===== src/rtl/turn_controller.sv =====
// Two-player turn sequencer with a per-turn countdown.
// A prescaler turns clock cycles into second ticks.
module turn_controller #(
  parameter int CLK_FREQ_HZ  = 50_000_000,
  parameter int TURN_SECONDS = 10
) (
  input  logic       clk,
  input  logic       rst,
  input  logic       start,
  input  logic       move_valid,
  input  logic       game_over,
  output logic       current_player,
  output logic       turn_active,
  output logic [3:0] seconds_left,
  output logic       timeout_pulse,
  output logic [3:0] turn_count
);

  localparam int PW = $clog2(CLK_FREQ_HZ);
  localparam logic [PW-1:0] P_MAX = PW'(CLK_FREQ_HZ - 1);
  localparam logic [3:0] SECS = 4'(TURN_SECONDS);

  typedef enum logic [1:0] {
    S_IDLE,
    S_TURN,
    S_SWITCH,
    S_DONE
  } state_t;

  state_t        r_state;
  state_t        w_state_nx;
  logic [PW-1:0] r_presc;
  logic [PW-1:0] w_presc_nx;
  logic          r_player;
  logic          w_player_nx;
  logic [3:0]    r_secs;
  logic [3:0]    w_secs_nx;
  logic [3:0]    r_count;
  logic [3:0]    w_count_nx;
  logic          r_tmo;
  logic          w_tmo_nx;
  logic          r_active;

  logic w_tick;
  logic w_end;
  logic w_move;
  logic w_expire;
  logic w_dec;

  // TURN exit events, priority-resolved so at most one is set
  assign w_tick   = (r_presc == P_MAX);
  assign w_end    = game_over;
  assign w_move   = !game_over && move_valid;
  assign w_expire = !game_over && !move_valid &&
                    w_tick && (r_secs == 4'd1);
  assign w_dec    = !game_over && !move_valid &&
                    w_tick && (r_secs != 4'd1);

  // Next-state and next-output decode
  always_comb begin
    w_state_nx  = r_state;
    w_presc_nx  = r_presc;
    w_player_nx = r_player;
    w_secs_nx   = r_secs;
    w_count_nx  = r_count;
    w_tmo_nx    = 1'b0;
    unique case (r_state)
      S_IDLE, S_DONE: begin
        if (start) begin
          w_state_nx  = S_TURN;
          w_player_nx = 1'b0;
          w_secs_nx   = SECS;
          w_count_nx  = 4'd0;
          w_presc_nx  = '0;
        end
      end
      S_TURN: begin
        w_presc_nx = w_tick ? '0 : r_presc + 1'b1;
        unique case (1'b1)
          w_end:  w_state_nx = S_DONE;
          w_move: w_state_nx = S_SWITCH;
          w_expire: begin
            w_state_nx = S_SWITCH;
            w_secs_nx  = 4'd0;
            w_tmo_nx   = 1'b1;
          end
          w_dec:  w_secs_nx = r_secs - 4'd1;
          default: ;
        endcase
      end
      S_SWITCH: begin
        if (game_over) begin
          w_state_nx = S_DONE;
        end else begin
          w_state_nx  = S_TURN;
          w_player_nx = !r_player;
          w_secs_nx   = SECS;
          w_presc_nx  = '0;
          if (r_count != 4'd15)
            w_count_nx = r_count + 4'd1;
        end
      end
      default: w_state_nx = S_IDLE;
    endcase
  end

  // State and registered outputs
  always_ff @(posedge clk) begin
    if (rst) begin
      r_state  <= S_IDLE;
      r_presc  <= '0;
      r_player <= 1'b0;
      r_secs   <= 4'd0;
      r_count  <= 4'd0;
      r_tmo    <= 1'b0;
      r_active <= 1'b0;
    end else begin
      r_state  <= w_state_nx;
      r_presc  <= w_presc_nx;
      r_player <= w_player_nx;
      r_secs   <= w_secs_nx;
      r_count  <= w_count_nx;
      r_tmo    <= w_tmo_nx;
      r_active <= (w_state_nx == S_TURN);
    end
  end

  assign current_player = r_player;
  assign turn_active    = r_active;
  assign seconds_left   = r_secs;
  assign timeout_pulse  = r_tmo;
  assign turn_count     = r_count;

endmodule


===== config.mk =====
export PLATFORM = sky130hd
export DESIGN_NAME = turn_controller
export DESIGN_NICKNAME = d
export VERILOG_FILES = /design/src/rtl/turn_controller.sv
export SDC_FILE = /design/constraint.sdc
export NUM_CORES = 1
export LEC_CHECK = 0
export ABC_CLOCK_PERIOD_IN_PS = 5500
export CAP_MARGIN = 20
export CORE_MARGIN = 3
export CORE_UTILIZATION = 45
export DETAILED_ROUTE_END_ITERATION = 6
export PLACE_DENSITY_LB_ADDON = 0.12
export SYNTH_ARGS = -nofsm -noshare
export SYNTH_HDL_FRONTEND = slang
export SYNTH_SLANG_ARGS = --single-unit

===== constraint.sdc =====
create_clock -name clk -period 5.5 [get_ports clk]
set_input_delay 1.1 -clock clk [delete_from_list [all_inputs] [get_ports clk]]
set_output_delay 1.1 -clock clk [all_outputs]
set_load 0.1 [all_outputs]

Yosys cells after proc, flatten, opt, wreduce, memory -nomap -nowiden --
Index checks and enable logic that the tools add are counted.
Cells by class: multiplexer cells 20, add/subtract/negate cells 3, reduce and logical (&&, ||, !) cells 17, equal/unequal tests 12, bitwise logic cells 1
Operators by type and width (number):
- 2-to-1 mux 26 bit | 3
- one-hot mux 26 bit (3 select lines) | 1
- adder 26 x 1 -> 26 bit (second input constant) | 1
- equality test 26 bit (second input constant) | 1
- 2-to-1 mux 4 bit | 5
- one-hot mux 4 bit (2 select lines) | 2
- one-hot mux 4 bit (3 select lines) | 1
- inequality test 2 bit (second input constant) | 3
- one-hot mux 2 bit (3 select lines) | 1
- AND reduction 3 bit | 2
- OR reduction 2 bit | 3
- logical AND 1 bit | 5
- adder 4 x 1 -> 4 bit (second input constant) | 1
- equality test 2 x 1 -> 1 bit (second input constant) | 2
- equality test 2 bit (second input constant) | 2
- equality test 4 x 1 -> 1 bit (second input constant) | 1
- 2-to-1 mux 2 bit | 2
- inequality test 4 x 1 -> 1 bit (second input constant) | 1
- inequality test 4 bit (second input constant) | 1
- one-hot mux 2 bit (2 select lines) | 1
- AND reduction 4 bit | 1
- subtractor 4 x 1 -> 4 bit (second input constant) | 1
- logical NOT 1 bit | 3
- 2-to-1 mux 1 bit | 3
- 6 further kinds | 6
Word-level totals: register bits after elaboration 39, output and inout bits 11, input bits 5, word-level logic and storage cells 60

Longest topological paths before layout --
Gate-level depths: netlist (run 1).
depth after elaboration 8, gate-level depth with buffers 8, mapped depth without buffers 7

Worst setup path after synthesis (run 1) --
No wires, ideal clock.
kind register to register, start point register r_secs[0], in the netlist seconds_left[0], end point register r_active, in the netlist turn_active, period minus slack after synthesis 2.307 ns, setup time 0.132 ns, required time 5.368 ns, path buffers 0, path slack 3.193 ns, stages on the path, launching flop included 5, arrival time 2.175 ns, cell sequence dfxtp_1 > ha_1 > or3b_2 > o31ai_1 > a22oi_1
Between the ends: cells in the longest elaborated chain, start to end 6
Ends and longest elaborated chain:
- start, declared | line 36 | logic [3:0] r_secs;
- start signal, assigned | line 121 | r_secs <= w_secs_nx;
- equality test 4 x 1 -> 1 bit | line 55 | w_tick && (r_secs == 4'd1);
- logical AND 1 bit | line 55
- OR reduction 2 bit (no line)
- one-hot mux 2 bit (2 select lines) | line 79 | unique case (1'b1)
- one-hot mux 2 bit (3 select lines) | line 67 | unique case (r_state)
- equality test 2 x 1 -> 1 bit | line 124 | r_active <= (w_state_nx == S_TURN);
- end signal, assigned | line 124
- end, declared | line 42 | logic r_active;
Every way passes these cells. A chain may end at the register's enable or synchronous reset.

Worst setup path after layout (run 1) --
start point input game_over, end point register r_presc[14]
Between the ends: cells in the longest elaborated chain, start to end 2
Ends and longest elaborated chain:
- start, declared | line 11 | input logic game_over,
- inequality test 2 bit (no line)
- AND reduction 2 bit (no line)
- end signal, assigned | line 119 | r_presc <= w_presc_nx;
- end, declared | line 32 | logic [PW-1:0] r_presc;
Every way passes these cells.

==> results of run 1 <==
-- cell type report --
type                            instances  area [sq um]  share of cell area [%]
Sequential cell                        39         780.7                   33.57
Multi-Input combinational cell        189          1202                   51.69
Clock buffer                            8         100.1                   4.303
Tap cell                               50         62.56                   2.690
Inverter                                8         30.03                   1.291
Timing Repair Buffer                   15         150.1                   6.455
-- synthesized netlist by cell type (4+ instances only) --
cell type	instances	area share (%)
nand4_1	9	2.7
clkbuf_1	7	1.3
a21oi_1	16	3.9
nor2_1	34	6.2
xnor2_1	19	8.1
nor4_1	10	3.1
nand3_1	11	2.7
nor3b_1	4	1.5
nor3_1	6	1.5
and3_1	4	1.2
inv_1	8	1.5
nor2b_1	4	1.2
dfxtp_1	39	38
nand2_1	19	3.5
ha_1	6	3.7
-- per-stage QoR --
step	util (%)	instance area (sq um)	total power [W]	std cells	setup WS, ps
finish	55.36	2326	0.0007817	309	2384
global route	55.36	2326	0.0008247	309	2254
CTS	55.36	2326	0.0007885	309	2402
detailed placement	52.98	2226	0.0005734	301	2098
global placement	52.98	2226	0.0005740	301	2153
floorplan	-	2049	0.0005207	245	3193
-- state kept, by name, summed over array words and instances, names as in the netlist --
| name | count |
|---|---|
| turn_active | 1 |
| timeout_pulse | 1 |
| r_presc | 26 |
| current_player | 1 |
| r_state | 2 |
| seconds_left | 4 |
| turn_count | 4 |
-- power by group --
| group | total, W | internal [W] | switching (W) |
|---|---|---|---|
| sequential | 0.000314 | 0.000300 | 0.0000136 |
| combinational | 0.000256 | 0.0000777 | 0.000178 |
| clock | 0.000212 | 0.000115 | 0.0000971 |
| total | 0.000782 | 0.000493 | 0.000289 |
-- worst min-delay path, delay by kind of cell (launching register included) --
family           cells  cell delay, ps
AO/OA/AOI/OAI        1              60
flip-flops           1             330
AND/OR/NAND/NOR      1              70
-- cell families after synthesis --
family	Yosys count	share of synthesized area, %
AND/OR/NAND/NOR	123	33.39
AO/OA/AOI/OAI	39	12.64
buffers and inverters	17	3.236
XOR/XNOR	21	8.975
flip-flops	39	38.10
adder cells (fa/ha/maj)	6	3.663
-- layer usage --
metal | global-route usage [%] | up-vias
met5 | 0 | -
met4 | 4.225 | 0
met3 | 3.694 | 5
met2 | 25.89 | 19
met1 | 25.90 | 793
li1 | - | 900
-- worst max-delay path by stage --
stage | start | end | depth (start not counted)
detailed placement | game_over | r_presc[14]$_SDFFE_PP0P_ | 4
global route | game_over | r_presc[14]$_SDFFE_PP0P_ | 4
finish | game_over | r_presc[14]$_SDFFE_PP0P_ | 4
floorplan | seconds_left[0]$_SDFFE_PP0P_ | turn_active$_SDFF_PP0_ | 4
CTS | game_over | r_presc[15]$_SDFFE_PP0P_ | 4
global placement | start | r_presc[14]$_SDFFE_PP0P_ | 5
==> summary.txt, run 1 <==
Critical path
  – Critical Path Max Stage Delay: between 700 and 800 ps
  – Reg2reg path depth: 6
  – Reg2Reg Launch Point: r_state[0]$_SDFF_PP0_
  – Arr. time, crit path: about 3300 ps
  – Slowest cell on the critical path: a21oi_1
  – Worst Path Max Fanout: 25
  – R2R Setup Slk: 2750 ps
  – Crit path cell chain: clkdlybuf4s50_1 > a21oi_1 > a21o_1 > nor3_1
  – Critical path capture point type: flop
  – Cell family with the largest share of critical-path delay: compound AO/OA/AOI/OAI gates
  – Worst Path Buf+Inv: 1
  – R2R Path End: r_presc[14]$_SDFFE_PP0P_
  – Worst path required time: roughly 5600 ps
  – Critical Path Start Type: primary input
  – WS Path Type: primary input to flop

CTS
  – Number of gates resized after CTS: 0
  – CTS buffer count: 5
  – Post-CTS Setup Repair Bufs: 0
  – H-tree levels: 2
  – Clk buf depth: 2
  – Root Buffer: clkbuf_8
  – Clk sinks: 39
  – Worst-path clk slew: ~80 ps
  – CTS Hold Bufs: 0
  – CTS tree: done
  – Skew-Pair Late Insertion Delay: 280 ps

Timing
  – Hold WS: a little under 500 ps
  – RSZ-0062 raised after global routing: no
  – Slew of the pin with the lowest slew margin: about 1000 ps
  – Max_slew headroom: 34.96%
  – Tmin final: between 3000 and 4000 ps
  – Sum Neg Setup Slack: 0 ps
  – Slew Viols, Final: 0
  – Fin. Hold Viols: 0
  – Final period utilization: a little under three fifths
  – Fmax: roughly 0.32 GHz
  – Worst clock skew: 5.030 ps
  – Setup-failing EPs final: 0

GRT
  – Grt ovf: 0
  – Vias in the first global route: between 1500 and 2000
  – Largest net degree at the start of global routing: 26
  – Antenna violations before repair: 0
  – Total GRT Usage: ~18%
  – Global-route wire length before repair: approximately 7500 um

Placed design
  – Hpwl dp: 3001 um
  – IO Port Bufs: 15
  – RD Place Congestion: about 0.81

Route
  – Routed metal-1 wirelength: roughly 2300 um
  – Drt initial violations: 92
  – Routed met2 length: around 1900 um
  – Met3 wire len: about 130 um
  – Post-route DRC: 0
  – Top Layer Used: met4
  – Wire per inst: ~14 um
  – Total Wirelength: roughly 4400 um
  – DRT Pass-1 Iters: 4
  – Final ANT Viol Nets: 0
  – Via-per-instance ratio: 5.557
  – DR vias: 1717

Yosys
  – Yosys reg bits: 39
  – Register area share after synthesis: approximately two fifths
  – Ys Warns: 0
  – Avg Cell Area, Syn: around 8.4 sq um
  – Post-synth top flop: dfxtp_1
  – Count of cell types in the netlist: 43
  – Post-Syn Area: roughly 2000 sq um
  – Mapped Cells: 245
  – Share of synthesized registers carrying an async set or reset: 0%
  – Number of flops mapped to enable cells by yosys: 0
  – Syn_nets: between 200 and 300

Cells and area
  – ANT cells: 0
  – Commonest non-fill, non-tap cells in the layout: dfxtp_1, nor2_1, nand2_1, xnor2_1, a21oi_1
  – Fin nets: roughly 270
  – Layout cells sized above 1: 7.336%
  – Filler instances: 421
  – Layout area overhead: 13.49%
  – Most common cell after layout, fill and taps aside: dfxtp_1

Hold path
  – Hold EP: r_presc[1]$_SDFFE_PP0P_
  – Hold WC Path Type: flop to flop
  – Min-delay src: r_presc[1]$_SDFFE_PP0P_
  – Worst Hold Depth: 2

Die
  – Io pins: 16
  – Core ar.: between 4000 and 5000 sq um
  – Die Width: 73.49 um
  – Starting Density: 48.78%
  – Rows: 23
  – Die height: between 70 and 80 um
  – Die Area: between 5000 and 6000 sq um

Outcome
  – Status: complete, no violations

Power
  – Worst IR Drop VDD: approximately 0.32 mV
  – P_leak: approximately 0.76 nW
  – PwrDens: around 340 nW/um^2

Flow run
  – Max-Cap Viols: 0
Power figures use the tool's default switching activity.
==> run 2: changes to the inputs <==
Settings changed: ABC_CLOCK_PERIOD_IN_PS 5500 to 2900.
Clock period 5.5 ns to 2.9 ns, I/O delays scaled along.
==> summary.txt, run 2 (same netlist as run 1, synthesis figures left out) <==
Outcome
  – Status: complete, no violations

Critical path
  – Reg2reg path depth: 7 (+1)
  – Worst Path Max Fanout: 11 (-56%)
  – Worst path required time: 3110 ps (-2530 ps)
  – Critical Path Start Type: primary input
  – Worst Path Buf+Inv: 1 (unchanged)
  – Arr. time, crit path: 2430 ps (-830 ps)
  – Slowest cell on the critical path: clkdlybuf4s50_1
  – Cell family with the largest share of critical-path delay: simple AND/OR/NAND/NOR gates
  – WS Path Type: primary input to flop
  – Reg2Reg Launch Point: r_state[0]$_SDFF_PP0_
  – R2R Path End: r_presc[12]$_SDFFE_PP0P_
  – Critical path capture point type: flop
  – R2R Setup Slk: 690 ps (-2060 ps)
  – Critical Path Max Stage Delay: 590 ps (-180 ps)
  – Crit path cell chain: clkdlybuf4s50_1 > nand2_1 > nand3b_1 > nor3_1 > a31o_2 > a211oi_1

CTS
  – Skew-Pair Late Insertion Delay: 300 ps (+20 ps)
  – CTS buffer count: 5 (unchanged)
  – CTS Hold Bufs: 0 (unchanged)
  – Clk buf depth: 2 (unchanged)
  – H-tree levels: 2 (unchanged)
  – Clk sinks: 39 (unchanged)
  – Number of gates resized after CTS: 0 (unchanged)
  – CTS tree: done
  – Post-CTS Setup Repair Bufs: 0 (unchanged)
  – Root Buffer: clkbuf_8
  – Worst-path clk slew: 80 ps (about the same)

GRT
  – Grt ovf: 0 (unchanged)
  – Total GRT Usage: 18.35% (+0.81 points)
  – Largest net degree at the start of global routing: 26 (unchanged)
  – Antenna violations before repair: 0 (unchanged)
  – Global-route wire length before repair: 7797 um (+4.1%)
  – Vias in the first global route: 1593 (-0.31%)

Cells and area
  – Commonest non-fill, non-tap cells in the layout: dfxtp_1, nor2_1, nand2_1, xnor2_1, a21oi_1
  – ANT cells: 0 (unchanged)
  – Multi-input gate area: 1202 sq um (unchanged)
  – Max FFs per register: 26 (unchanged)
  – Most common cell after layout, fill and taps aside: dfxtp_1
  – Largest Register: r_presc
  – Layout area overhead: 13.61%
  – Filler instances: 404 (-4.0%)
  – Register Area: 780.7 sq um (unchanged)
  – Fin nets: 273 (+1.5%)
  – Layout cells sized above 1: 12.93% (+5.6 points)

Die
  – Rows: 23 (unchanged)
  – Core ar.: 4202 sq um (unchanged)
  – Die Width: 73.49 um (unchanged)
  – Die height: 73.49 um (unchanged)
  – Io pins: 16 (unchanged)
  – Starting Density: 48.78% (unchanged)
  – Die Area: 5400 sq um (unchanged)

Timing
  – Slew Viols, Final: 0 (unchanged)
  – RSZ-0062 raised after global routing: no
  – Slew of the pin with the lowest slew margin: 573.3 ps (-399.2 ps)
  – Max_slew headroom: 61.78% (+27 points)
  – Final WS setup: 682.0 ps (-1702 ps)
  – Fmax: about 0.45 GHz
  – Sum Neg Setup Slack: 0 ps (unchanged)
  – Fin. Hold Viols: 0 (unchanged)
  – Final period utilization: between 70% and 80%
  – Tmin final: between 2000 and 2500 ps
  – Setup-failing EPs final: 0 (unchanged)
  – Worst clock skew: 7.721 ps (+2.692 ps)

Power
  – Combinational power share: 32.9% (about the same)
  – Net Sw Frac: 37.38% (+0.39 points)
  – Sw Pwr: 0.0005611 W (+94%)
  – Int Pwr: 0.0009399 W (+91%)
  – PwrDens: 644.6 nW/um^2 (+92%)
  – Clock share of power: 27.4% (+0.3 points)
  – P_leak: 0.7971 nW (+5.1%)
  – Reg power frac: 39.7% (-0.5 points)
  – Worst IR Drop VDD: 0.5516 mV (+72%)

Route
  – Total Wirelength: 4574 um (+4.1%)
  – DR vias: 1791 (+4.3%)
  – Wire per inst: 14.61 um (+2.8%)
  – Via-per-instance ratio: 5.722 (+3.0%)
  – Final ANT Viol Nets: 0 (unchanged)
  – DRT Pass-1 Iters: 4 (unchanged)
  – Drt initial violations: 98 (+6.5%)
  – Post-route DRC: 0 (unchanged)

Placed design
  – IO Port Bufs: 15 (unchanged)
  – Pre-CTS setup slack: 394.8 ps (-1704 ps)
  – RD Place Congestion: 0.7970 (-1.6%)
  – Hpwl dp: 3103 um (+3.4%)

Hold path
  – Hold WC Path Type: flop to flop
  – Worst Hold Depth: 2 (unchanged)
  – Hold EP: r_presc[1]$_SDFFE_PP0P_
  – Min-delay src: r_presc[1]$_SDFFE_PP0P_

Flow run
  – Max-Cap Viols: 0 (unchanged)
==> run 2: metrics by stage <==
step | total power, W | cell area [sq um] | cells | utilization, % | hold WS, ps
3_5_place_dp | 0.001099 | 2228 | 305 | 53.04 | 475.7
3_3_place_gp | 0.001104 | 2228 | 305 | 53.04 | 465.9
6_report | 0.001501 | 2328 | 313 | 55.42 | 478.2
5_1_grt | 0.001590 | 2328 | 313 | 55.42 | 503.2
2_1_floorplan | 0.0009874 | 2049 | 245 | - | 448.8
4_1_cts | 0.001511 | 2328 | 313 | 55.42 | 486.5
==> run 2: worst max path at each step <==
| stage | start | to | slack [ps] | cells after the start |
|---|---|---|---|---|
| 2_1_floorplan | seconds_left[0]$_SDFFE_PP0P_ | turn_active$_SDFF_PP0_ | 590 | 4 |
| 3_5_place_dp | start | r_presc[12]$_SDFFE_PP0P_ | 390 | 6 |
| 3_3_place_gp | start | r_presc[12]$_SDFFE_PP0P_ | 440 | 6 |
| 5_1_grt | r_state[0]$_SDFF_PP0_ | r_presc[12]$_SDFFE_PP0P_ | 480 | 7 |
| 4_1_cts | r_state[0]$_SDFF_PP0_ | r_presc[12]$_SDFFE_PP0P_ | 700 | 7 |
| 6_report | game_over | r_presc[12]$_SDFFE_PP0P_ | 680 | 6 |
==> run 2: worst reg2reg max path, cell delays in order, from the launching register on <==
cell      delay [ps]
dfxtp_1          370
inv_1             70
ha_1             370
nand2b_1         210
nand3b_1         400
nor3_1           390
a31o_2           200
a211oi_1          60
==> run 2: layout make-up <==
class | instances | share of cell area (%)
clock buffer | 8 | 4.299
inverter | 8 | 1.290
multi-input combinational | 189 | 51.64
sequential | 39 | 33.53
tap | 50 | 2.687
timing repair buffer | 19 | 6.556
==> run 2: routing by layer <==
layer / share of wire, % / global-route usage, % / up-vias
met5: 0 / 0 / -
met4: 1.3 / 6.439 / 0
met3: 3.7 / 4.514 / 6
met2: 41 / 26.08 / 31
met1: 54 / 26.69 / 841
li1: - / - / 913
==> run 2: power by group through the flow <==
stage                     Clock, W  Combinational [W]  Sequential, W
after floorplan                  0           0.000260       0.000728
after global placement           0           0.000496       0.000608
after detailed placement         0           0.000492       0.000607
after CTS                 0.000421           0.000495       0.000595
after global routing      0.000447           0.000544       0.000600
final                     0.000412           0.000494       0.000595
==> run 3: changes to the inputs <==
Settings changed: ABC_CLOCK_PERIOD_IN_PS 2900 to 2000.
Clock period 2.9 ns to 2 ns, I/O delays scaled along.
==> summary.txt, run 3 (same netlist as run 1, synthesis figures left out) <==
Outcome
  – Status: complete, no violations

Cells and area
  – Commonest non-fill, non-tap cells in the layout: buf_4, dfxtp_1, nor2_1
  – Fin nets: 298 (+9.2%)
  – Register Area: 783.3 sq um (+0.32%)
  – Finished Layout Cells: 337 (+7.7%)
  – ANT cells: 0 (unchanged)
  – Multi-input gate area: 1220 sq um (+1.5%)
  – Largest Register: r_presc
  – Filler instances: 386 (-4.5%)
  – Final core utilization: 60.07% (+4.6 points)
  – Layout cells sized above 1: 22.30% (+9.4 points)
  – Max FFs per register: 26 (unchanged)
  – Most common cell after layout, fill and taps aside: buf_4
  – Layout area overhead: 23.14%

Power
  – P_leak: 0.9117 nW (+14%)
  – PwrDens: 890.8 nW/um^2 (+38%)
  – Worst IR Drop VDD: 0.8944 mV (+62%)

Hold path
  – Worst Hold Depth: 2 (unchanged)
  – Hold WC Path Type: flop to flop
  – Min-delay src: r_presc[1]$_SDFFE_PP0P_
  – Hold EP: r_presc[1]$_SDFFE_PP0P_

CTS
  – H-tree levels: 2 (unchanged)
  – CTS tree: done
  – Root Buffer: clkbuf_8
  – Clk buf depth: 2 (unchanged)
  – CTS Hold Bufs: 0 (unchanged)
  – CTS buffer count: 5 (unchanged)
  – Clk sinks: 39 (unchanged)
  – Skew-Pair Late Insertion Delay: 280 ps (-20 ps)
  – Worst-path clk slew: 80 ps (about the same)

Critical path
  – Reg2reg path depth: 5 (-2)
  – Critical path capture point type: flop
  – R2R Setup Slk: 40 ps (-650 ps)
  – WS Path Type: flop to flop
  – Critical Path Start Type: flop
  – Worst Path Max Fanout: 3 (-8)
  – R2R Path End: turn_active$_SDFF_PP0_
  – Reg2Reg Launch Point: r_presc[18]$_SDFFE_PP0P_
  – Worst path required time: 2150 ps (-960 ps)
  – Arr. time, crit path: 2100 ps (-330 ps)

Placed design
  – Hpwl dp: 3466 um (+12%)
  – IO Port Bufs: 15 (unchanged)
  – Dpl cells: 329 (+7.9%)
  – RD Place Congestion: 0.9024 (+13%)

Die
  – Die height: 73.49 um (unchanged)
  – Io pins: 16 (unchanged)
  – Die Area: 5400 sq um (unchanged)
  – Starting Density: 48.78% (unchanged)
  – Die Width: 73.49 um (unchanged)
  – Core ar.: 4202 sq um (unchanged)
  – Rows: 23 (unchanged)

Route
  – DR vias: 1841 (+2.8%)
  – Via-per-instance ratio: 5.463 (-4.5%)
  – Total Wirelength: 4791 um (+4.7%)
  – Wire per inst: 14.22 um (-2.7%)
  – DRT Pass-1 Iters: 4 (unchanged)
  – Final ANT Viol Nets: 0 (unchanged)
  – Post-route DRC: 0 (unchanged)
  – Drt initial violations: 126 (+29%)

GRT
  – Largest net degree at the start of global routing: 16 (-38%)
  – Grt ovf: 0 (unchanged)
  – Vias in the first global route: 1686 (+5.8%)
  – Total GRT Usage: 18.37% (+0.021 points)
  – Antenna violations before repair: 0 (unchanged)
  – Global-route wire length before repair: 7817 um (+0.26%)

Timing
  – Fmax: around 0.51 GHz
  – Fin. Hold Viols: 0 (unchanged)
  – Worst clock skew: 5.762 ps (-1.960 ps)
  – Tmin final: slightly below 2000 ps
  – Hold WS: 474.9 ps (-3.248 ps)
  – Final period utilization: a little under 100%
  – Slew Viols, Final: 0 (unchanged)
  – Max_slew headroom: 69.63% (+7.9 points)
  – Slew of the pin with the lowest slew margin: 449.2 ps (-124.1 ps)
  – Setup-failing EPs final: 0 (unchanged)

Flow run
  – Max-Cap Viols: 0 (unchanged)
-- run 3: timing repair --
item,in CTS,in global routing
gates cloned,0,0
pin swaps,0,2
endpoints found under the setup margin,5,4
buffers inserted,0,1
gates resized for setup,1,2
-- run 3: worst max-delay path by stage --
| stage | to | slack, ps | startpoint | cells after the start |
|---|---|---|---|---|
| after global placement | r_presc[19]$_SDFFE_PP0P_ | -20 | start | 8 |
| final | turn_active$_SDFF_PP0_ | 40 | r_presc[18]$_SDFFE_PP0P_ | 5 |
| after global routing | turn_active$_SDFF_PP0_ | -9 | r_presc[18]$_SDFFE_PP0P_ | 5 |
| after detailed placement | r_presc[24]$_SDFFE_PP0P_ | -10 | start | 7 |
| after floorplan | turn_count[3]$_SDFFE_PP0P_ | 6 | turn_count[0]$_SDFFE_PP0P_ | 6 |
| after CTS | seconds_left[0]$_SDFFE_PP0P_ | 0.8 | r_presc[18]$_SDFFE_PP0P_ | 5 |
-- run 3: where the power goes --
| group | switching [W] | internal, W | leakage [nW] |
|---|---|---|---|
| logic | 0.000528 | 0.000318 | 0.548 |
| clock network | 0.000270 | 0.000271 | 0.0470 |
| registers | 0.0000344 | 0.000827 | 0.316 |
| total | 0.000832 | 0.00142 | 0.912 |
-- run 3: through the flow --
stage               TNS (ps)  power (W)  worst slack (ps)  instance area [sq um]
finish                     0   0.002248             43.93                   2524
global route          -9.212   0.002376            -9.212                   2524
floorplan                  0   0.001433             5.936                   2052
detailed placement    -30.42   0.001705            -10.75                   2411
CTS                        0   0.002261            0.8165                   2506
global placement      -164.6   0.001702            -19.43                   2411
-- run 3: metal layers --
layer / global-route usage (%) / share of wire [%] / up-vias
li1: - / - / 961
met1: 27.36 / 53 / 857
met2: 26.38 / 43 / 21
met3: 4.378 / 3.0 / 2
met4: 4.628 / 0.33 / 0
met5: 0 / 0 / -
-- run 3: worst max-delay path, stage by stage (launching register included) --
cell     delay (ps)
dfxtp_1         330
or4b_4          560
nor4_1          320
nand2_1         170
o31ai_2         280
a22oi_1         170
-- run 3: cell type report --
class / instances / share of cell area [%]
clock buffers: 6 / 3.272
multi-input cells: 189 / 48.34
well taps: 50 / 2.479
flip-flops and latches: 39 / 31.04
repair buffers: 44 / 13.49
inverters: 8 / 1.190
clock inverters: 1 / 0.1983
